===== src/rtl/kggramastogramas.sv =====
// Packed-BCD kg/g display value to binary grams, one digit per clock (Horner).
// Result is range-checked against LIMITE; done pulses once per finished conversion.
module kggramastogramas #(
   parameter int LIMITE = 4095
) (
   input  logic        clk,
   input  logic        rst_n,
   input  logic        start,
   input  logic [15:0] pesokg,
   output logic [11:0] gramas,
   output logic        busy,
   output logic        done,
   output logic        erro
);

   typedef enum logic [1:0] {IDLE, CALC, FIN} state_t;

   localparam logic [13:0] LIM = 14'(LIMITE);

   state_t      state, state_nx;
   logic [15:0] pk;
   logic [13:0] acc;
   logic [13:0] acc_nx;
   logic [1:0]  idx;
   logic        bad_digit;
   logic [3:0]  digit;
   logic        invalid;
   logic        bad_in;

   // NOTE: sequential state uses non-blocking assignments so every register
   // samples pre-edge values, independent of block ordering.
   always_ff @(posedge clk or negedge rst_n) begin
      if (!rst_n) state <= IDLE;
      else        state <= state_nx;
   end

   // NOTE: every output of a combinational block gets a default first, so no
   // path leaves it unassigned and no latch is inferred.
   always_comb begin
      state_nx = state;
      case (state)
         IDLE:    if (start) state_nx = CALC;
         CALC:    if (idx == 2'd0) state_nx = FIN;
         FIN:     state_nx = IDLE;
         default: state_nx = IDLE;
      endcase
   end

   always_comb begin
      digit = pk[3:0];
      case (idx)
         2'd3:    digit = pk[15:12];
         2'd2:    digit = pk[11:8];
         2'd1:    digit = pk[7:4];
         default: digit = pk[3:0];
      endcase
   end

   // acc*10 as (acc<<3)+(acc<<1); 9999 fits in 14 bits.
   assign acc_nx  = {acc[10:0], 3'b000} + {acc[12:0], 1'b0} + {10'd0, digit};
   assign invalid = bad_digit | (acc > LIM);
   assign bad_in  = (pesokg[15:12] > 4'd9) | (pesokg[11:8] > 4'd9) |
                    (pesokg[7:4]   > 4'd9) | (pesokg[3:0]  > 4'd9);

   always_ff @(posedge clk or negedge rst_n) begin
      if (!rst_n) begin
         pk        <= '0;
         acc       <= '0;
         idx       <= '0;
         bad_digit <= 1'b0;
         gramas    <= '0;
         busy      <= 1'b0;
         done      <= 1'b0;
         erro      <= 1'b0;
      end else begin
         done <= 1'b0;
         busy <= (state_nx != IDLE);
         case (state)
            IDLE: begin
               if (start) begin
                  pk        <= pesokg;
                  acc       <= '0;
                  idx       <= 2'd3;
                  bad_digit <= bad_in;
               end
            end
            CALC: begin
               acc <= acc_nx;
               idx <= idx - 2'd1;
            end
            FIN: begin
               erro <= invalid;
               done <= 1'b1;
               if (!invalid) gramas <= acc[11:0];
            end
            default: ;
         endcase
      end
   end

endmodule

===== config.mk =====
export PLATFORM = sky130hd
export DESIGN_NAME = kggramastogramas
export DESIGN_NICKNAME = d
export VERILOG_FILES = /design/src/rtl/kggramastogramas.sv
export SDC_FILE = /design/constraint.sdc
export NUM_CORES = 1
export LEC_CHECK = 0
export CORE_MARGIN = 5
export CORE_UTILIZATION = 25
export DETAILED_ROUTE_END_ITERATION = 6
export HOLD_SLACK_MARGIN = 0.15
export SLEW_MARGIN = 20
export SYNTH_ARGS = -nofsm -noshare
export SYNTH_HDL_FRONTEND = slang
export SYNTH_SLANG_ARGS = --single-unit

===== constraint.sdc =====
create_clock -name clk -period 5.95 [get_ports clk]
set_clock_uncertainty 0.2 [all_clocks]
set_input_delay 0.595 -clock clk [delete_from_list [all_inputs] [get_ports clk]]
set_output_delay 0.595 -clock clk [all_outputs]
set_load 0.005 [all_outputs]

* After elaboration in Yosys (flattened, before gate mapping)
Cells that the tools add are included.
** Word-level totals
- Bits in registers :: 50
- Output and inout port bits :: 15
- Bits of input ports :: 19
- Word-level logic and storage cells :: 44
** Operators by class
- Eq/ne operators :: 6
- Order comparisons :: 5
- Reductions and logical operators :: 7
- Muxes and demuxes :: 9
- Add/sub/neg operators :: 3
- Bitwise logic cells :: 5
** Operators with widths (count)
- 14-bit one-hot mux with 2 select lines :: 1
- 4-bit > comparator, second input constant :: 4
- 14-bit adder :: 1
- 14-bit by 4-bit adder with 14-bit output :: 1
- 14-bit by 12-bit > comparator with 1-bit output, second input constant :: 1
- 14-bit 2-to-1 mux :: 1
- 4-bit one-hot mux with 3 select lines :: 1
- 2-bit one-hot mux with 2 select lines :: 2
- 2-bit equality test, second input constant :: 3
- 2-bit 2-to-1 mux :: 3
- 2-bit AND reduction :: 3
- 2-bit by 1-bit equality test with 1-bit output, second input constant :: 2
- 2-bit zero test :: 2
- 1-bit OR :: 4
- 2-bit nonzero test :: 2
- 2-bit inequality test, second input constant :: 1
- 2-bit by 1-bit subtractor with 2-bit output, second input constant :: 1
- 1-bit 2-to-1 mux :: 1
- 1-bit inverter :: 1

* Longest topological paths before layout
- Word-level depth :: 4
- Gate-level depth with buffers :: 13
- Gate-level depth less buffers :: 13

* Worst setup path before layout
OpenSTA, ideal clock, no wires.
- Path kind :: flip-flop to flip-flop
- From :: register idx[0]
- To :: register acc[8]
- Data required time :: 5.629 ns
- Arrival :: 2.749 ns
- Stages on the path, launching flop included :: 13
- Period minus slack after synthesis :: 3.070 ns
- Path buffers :: 0
- Setup slack :: 2.880 ns
- Setup time :: 0.121 ns
- Cell sequence :: dfrtp_1 > inv_1 > ha_1 > a222oi_1 > mux2i_1 > ha_1 > ha_1 > fa_1 > a21oi_1 > o21ai_0 > a21o_1 > xor2_1 > a22o_1
** On the way
- Cells in the longest elaborated chain, start to end :: 4
- Elaborated cells between the ends (all ways) :: 6
- Classes of those cells :: add/sub: 1; eq/ne: 3; mux: 2
** Ends and longest elaborated chain
- start, declared :: line 24 : logic [1:0] idx;
- start signal, assigned :: line 89 : idx <= idx - 2'd1;
- 2-bit by 1-bit equality test with 1-bit output / 2-bit equality test (equally long branches) :: line 51 : case (idx)
- 4-bit one-hot mux with 3 select lines (*) :: line 51
- 14-bit by 4-bit adder with 14-bit output (*) :: line 60 : assign acc_nx = {acc[10:0], 3'b000} + {acc[12:0], 1'b0} + {10'd0, digit};
- 14-bit one-hot mux with 2 select lines (*) :: line 78 : case (state)
- end signal, assigned :: line 88 : acc <= acc_nx;
- end, declared :: line 22 : logic [13:0] acc;
Mark *: on every way between the ends. The rest lies on a longest branch, timed or not.
A chain may end at the register's enable or synchronous reset.

* Worst setup path after layout
Ends and elaborated chain as after synthesis.

==> results.sh <==
export IMPL_cts_max_path_buffers=2
export IMPL_synth_nets=278
export IMPL_arrival_ns=3.38
export IMPL_ys_top_cells_by_count="dfrtp_1 (50), ha_1 (26), mux2_2 (26), nand2_1 (17), o21ai_0 (16)"
export IMPL_final_layout_size_suffix_gt1_share_pct=16.5
export IMPL_dp_slack_ns=2.62
export IMPL_clock_fmax_mhz=296
export IMPL_dr_pass1_iters=6
export IMPL_ir_drop_mv=0.175
export IMPL_start_util_pct=25.8
export IMPL_grt_pass1_wl_mm=9.54
export IMPL_hold_path_class="in2async"
export IMPL_place_inst=395
export IMPL_viasPerCell=4.59
export IMPL_htree_levels=2
export IMPL_cts_tree="built"
export IMPL_place_congestion=0.800
export IMPL_cts_sinks=50
export IMPL_seq_power_share_pct=32.9
export IMPL_grt_pass1_vias=1922
export IMPL_power_density_mw_per_mm2=556
export IMPL_die_area_mm2=0.0129
export IMPL_clkPwrFrac_pct=15.7
export IMPL_worstPathMaxFanout=5
export IMPL_post_synth_top_count_cell="dfrtp_1"
export IMPL_utilization_pct=31.7
export IMPL_syn_to_final_growth_pct=22.9
export IMPL_synth_cells=231
export IMPL_wl_mm=5.58
export IMPL_row_count=37
export IMPL_yosysTopAreaCell="dfrtp_1"
export IMPL_yosys_warnings=0
export IMPL_synthesis_area_mm2=0.00269
export IMPL_r2r_setup_slack_ns=2.58
export IMPL_p_int_w=0.00112
export IMPL_slew_headroom_pct=34.9
export IMPL_cellLeakagePower_nw=1.51
export IMPL_startpoint_type="flip-flop"
export IMPL_required_ns=5.96
export IMPL_final_cells=403
export IMPL_clk_pin_slew_ns=0.10
export IMPL_antenna_found_initial=0
export IMPL_dr_total_vias=1848
export IMPL_portBuffers=33
export IMPL_fin_nets=313
export IMPL_synth_area_per_cell_um2=11.6
export IMPL_r2r_end="acc[8]$_DFFE_PN0P_"
export IMPL_ys_seq_elements=50
export IMPL_ys_types=43
export IMPL_fp_dieH_um=114
export IMPL_worst_slack_ns=2.58
export IMPL_hold_viol=0
export IMPL_yosysSeqAreaShare_pct=46.6
export IMPL_r2r_start="idx[0]$_DFFE_PN0P_"
export IMPL_synth_main_ff_cell="dfrtp_1"
export IMPL_switching_power_w=0.000718
export IMPL_grt_max_degree=51
export IMPL_fin_setup_tns_ns=0
export IMPL_antenna_left=0
export IMPL_die_w_um=114
export IMPL_overflow=0
export IMPL_maxSlewViolCount=0
export IMPL_swShare_pct=39.1
export IMPL_cts_buffers=5
export IMPL_clkLatencyLatePin_ns=0.31
export IMPL_cts_root_buffer="clkbuf_8"
export IMPL_grtUsageTotal_pct=9.19
export IMPL_post_drt_wl_per_cell_um=13.8
export IMPL_synth_edf_count=0
export IMPL_setup_viol_count_final=0
export IMPL_synth_area_leaders="dfrtp_1 (47%), ha_1 (12%), mux2_2 (11%)"
export IMPL_synthArstFlopShare_pct=100
export IMPL_antennaDiodeCount=0
export IMPL_period_share_pct=56.7
export IMPL_finalCriticalPeriod_ns=3.37
export IMPL_core_mm2=0.0104
export IMPL_io_pins=34
export IMPL_post_cts_buffers=0
export IMPL_reg2reg_depth=12
export IMPL_drc_errors=0
export IMPL_path_class="reg2reg"
export IMPL_rsz0062_at_grt="false"
export IMPL_hpwl_mm=4.18
export IMPL_combinationalPowerShare_pct=51.4
export IMPL_finalPower_w=0.00184
export IMPL_cts_hold_buf=0
export IMPL_worst_pin_slew_ns=0.972
export IMPL_drt_iter0_markers=50
export IMPL_endpoint_kind="flip-flop"
export IMPL_cts_resized=0
export IMPL_yosysTopAreaCellShare_pct=46.6
export IMPL_cap_violations=0
export IMPL_outcome="finished clean"
## critical path: stages, from the launching register on
cell and delay, ns:
dfrtp_1 0.42, inv_1 0.08, ha_1 0.25, a222oi_1 0.34, mux2i_1 0.14, ha_1 0.29
ha_1 0.23, fa_1 0.41, a21oi_1 0.19, o21ai_0 0.13, a21o_1 0.25, xor2_1 0.15
a22o_1 0.17
## power groups by stage
stage          clock, W  sequential (W)  combinational [W]
2_1_floorplan         0        0.000578           0.000720
3_3_place_gp          0        0.000614           0.000941
3_5_place_dp          0        0.000615           0.000955
4_1_cts        0.000298        0.000609           0.000960
5_1_grt        0.000309        0.000625            0.00109
6_report       0.000288        0.000605           0.000943
## metrics by stage
stage          hold WS, ns  cell area, µm²
2_1_floorplan       0.0994            2690
6_report             0.182            3300
5_1_grt              0.243            3300
4_1_cts              0.203            3300
3_3_place_gp         0.290            3160
3_5_place_dp         0.293            3160
## layout by cell type, fill, tap and decap left out, drive strengths merged, types with 2 or more instances in the layout
cell	count
dfrtp	50
clkdlybuf4s50	32
mux2	26
ha	26
nand2	17
o21ai	16
inv	13
a21oi	10
nor2	9
xor2	5
a22o	5
clkbuf	5
a222oi	4
xnor2	4
nand3	3
a31oi	3
o211ai	3
buf	3
a21o	2
mux2i	2
and3	2
nor3	2
nand4	2
o21bai	2
fa	2
bufinv	2
## area by class of cell
class | count | area [µm²]
Sequential cell | 50 | 1250
Tap cell | 136 | 170
Clock inverter | 3 | 68.8
Timing Repair Buffer | 35 | 340
Inverter | 13 | 48.8
Fill cell | 1089 | 7120
Multi-Input combinational cell | 161 | 1350
Clock buffer | 5 | 68.8
## worst max-delay path by stage
| stage | from | endpoint | cells past startpoint |
|---|---|---|---|
| final | idx[0]$_DFFE_PN0P_ | acc[8]$_DFFE_PN0P_ | 12 |
| after floorplan | idx[0]$_DFFE_PN0P_ | acc[8]$_DFFE_PN0P_ | 12 |
| after global placement | idx[0]$_DFFE_PN0P_ | acc[8]$_DFFE_PN0P_ | 12 |
| after detailed placement | idx[0]$_DFFE_PN0P_ | acc[8]$_DFFE_PN0P_ | 12 |
| after CTS | idx[0]$_DFFE_PN0P_ | acc[8]$_DFFE_PN0P_ | 12 |
| after global routing | idx[0]$_DFFE_PN0P_ | acc[12]$_DFFE_PN0P_ | 12 |
## flip-flops by register name, indices dropped and copies added, names as in the netlist
register	cells
pk	16
acc	14
gramas	12
idx	2
state	2
bad_digit	1
busy	1
done	1
erro	1
## metal layers
layer	up-vias	part of all wire, %	GRT usage [%]
li1	903	-	-
met1	902	46	12.0
met2	35	49	15.0
met3	8	4.0	2.18
met4	0	1.4	3.13
met5	-	0	0
## kinds of logic (layout without fill, tap and decap cells)
family / after synthesis / count (layout) / share of synthesized area, %
muxes: 28 / 28 / 11.6
adders and majority gates: 28 / 28 / 13.6
and+or+nand+nor: 44 / 44 / 8.76
buffers and inverters: 20 / 56 / 3.26
xor gates and xnor gates: 9 / 9 / 2.93
AOI/OAI and AO/OA: 52 / 52 / 13.2
DFF: 50 / 50 / 46.6
No activity file was read; power rests on OpenSTA's default activity.
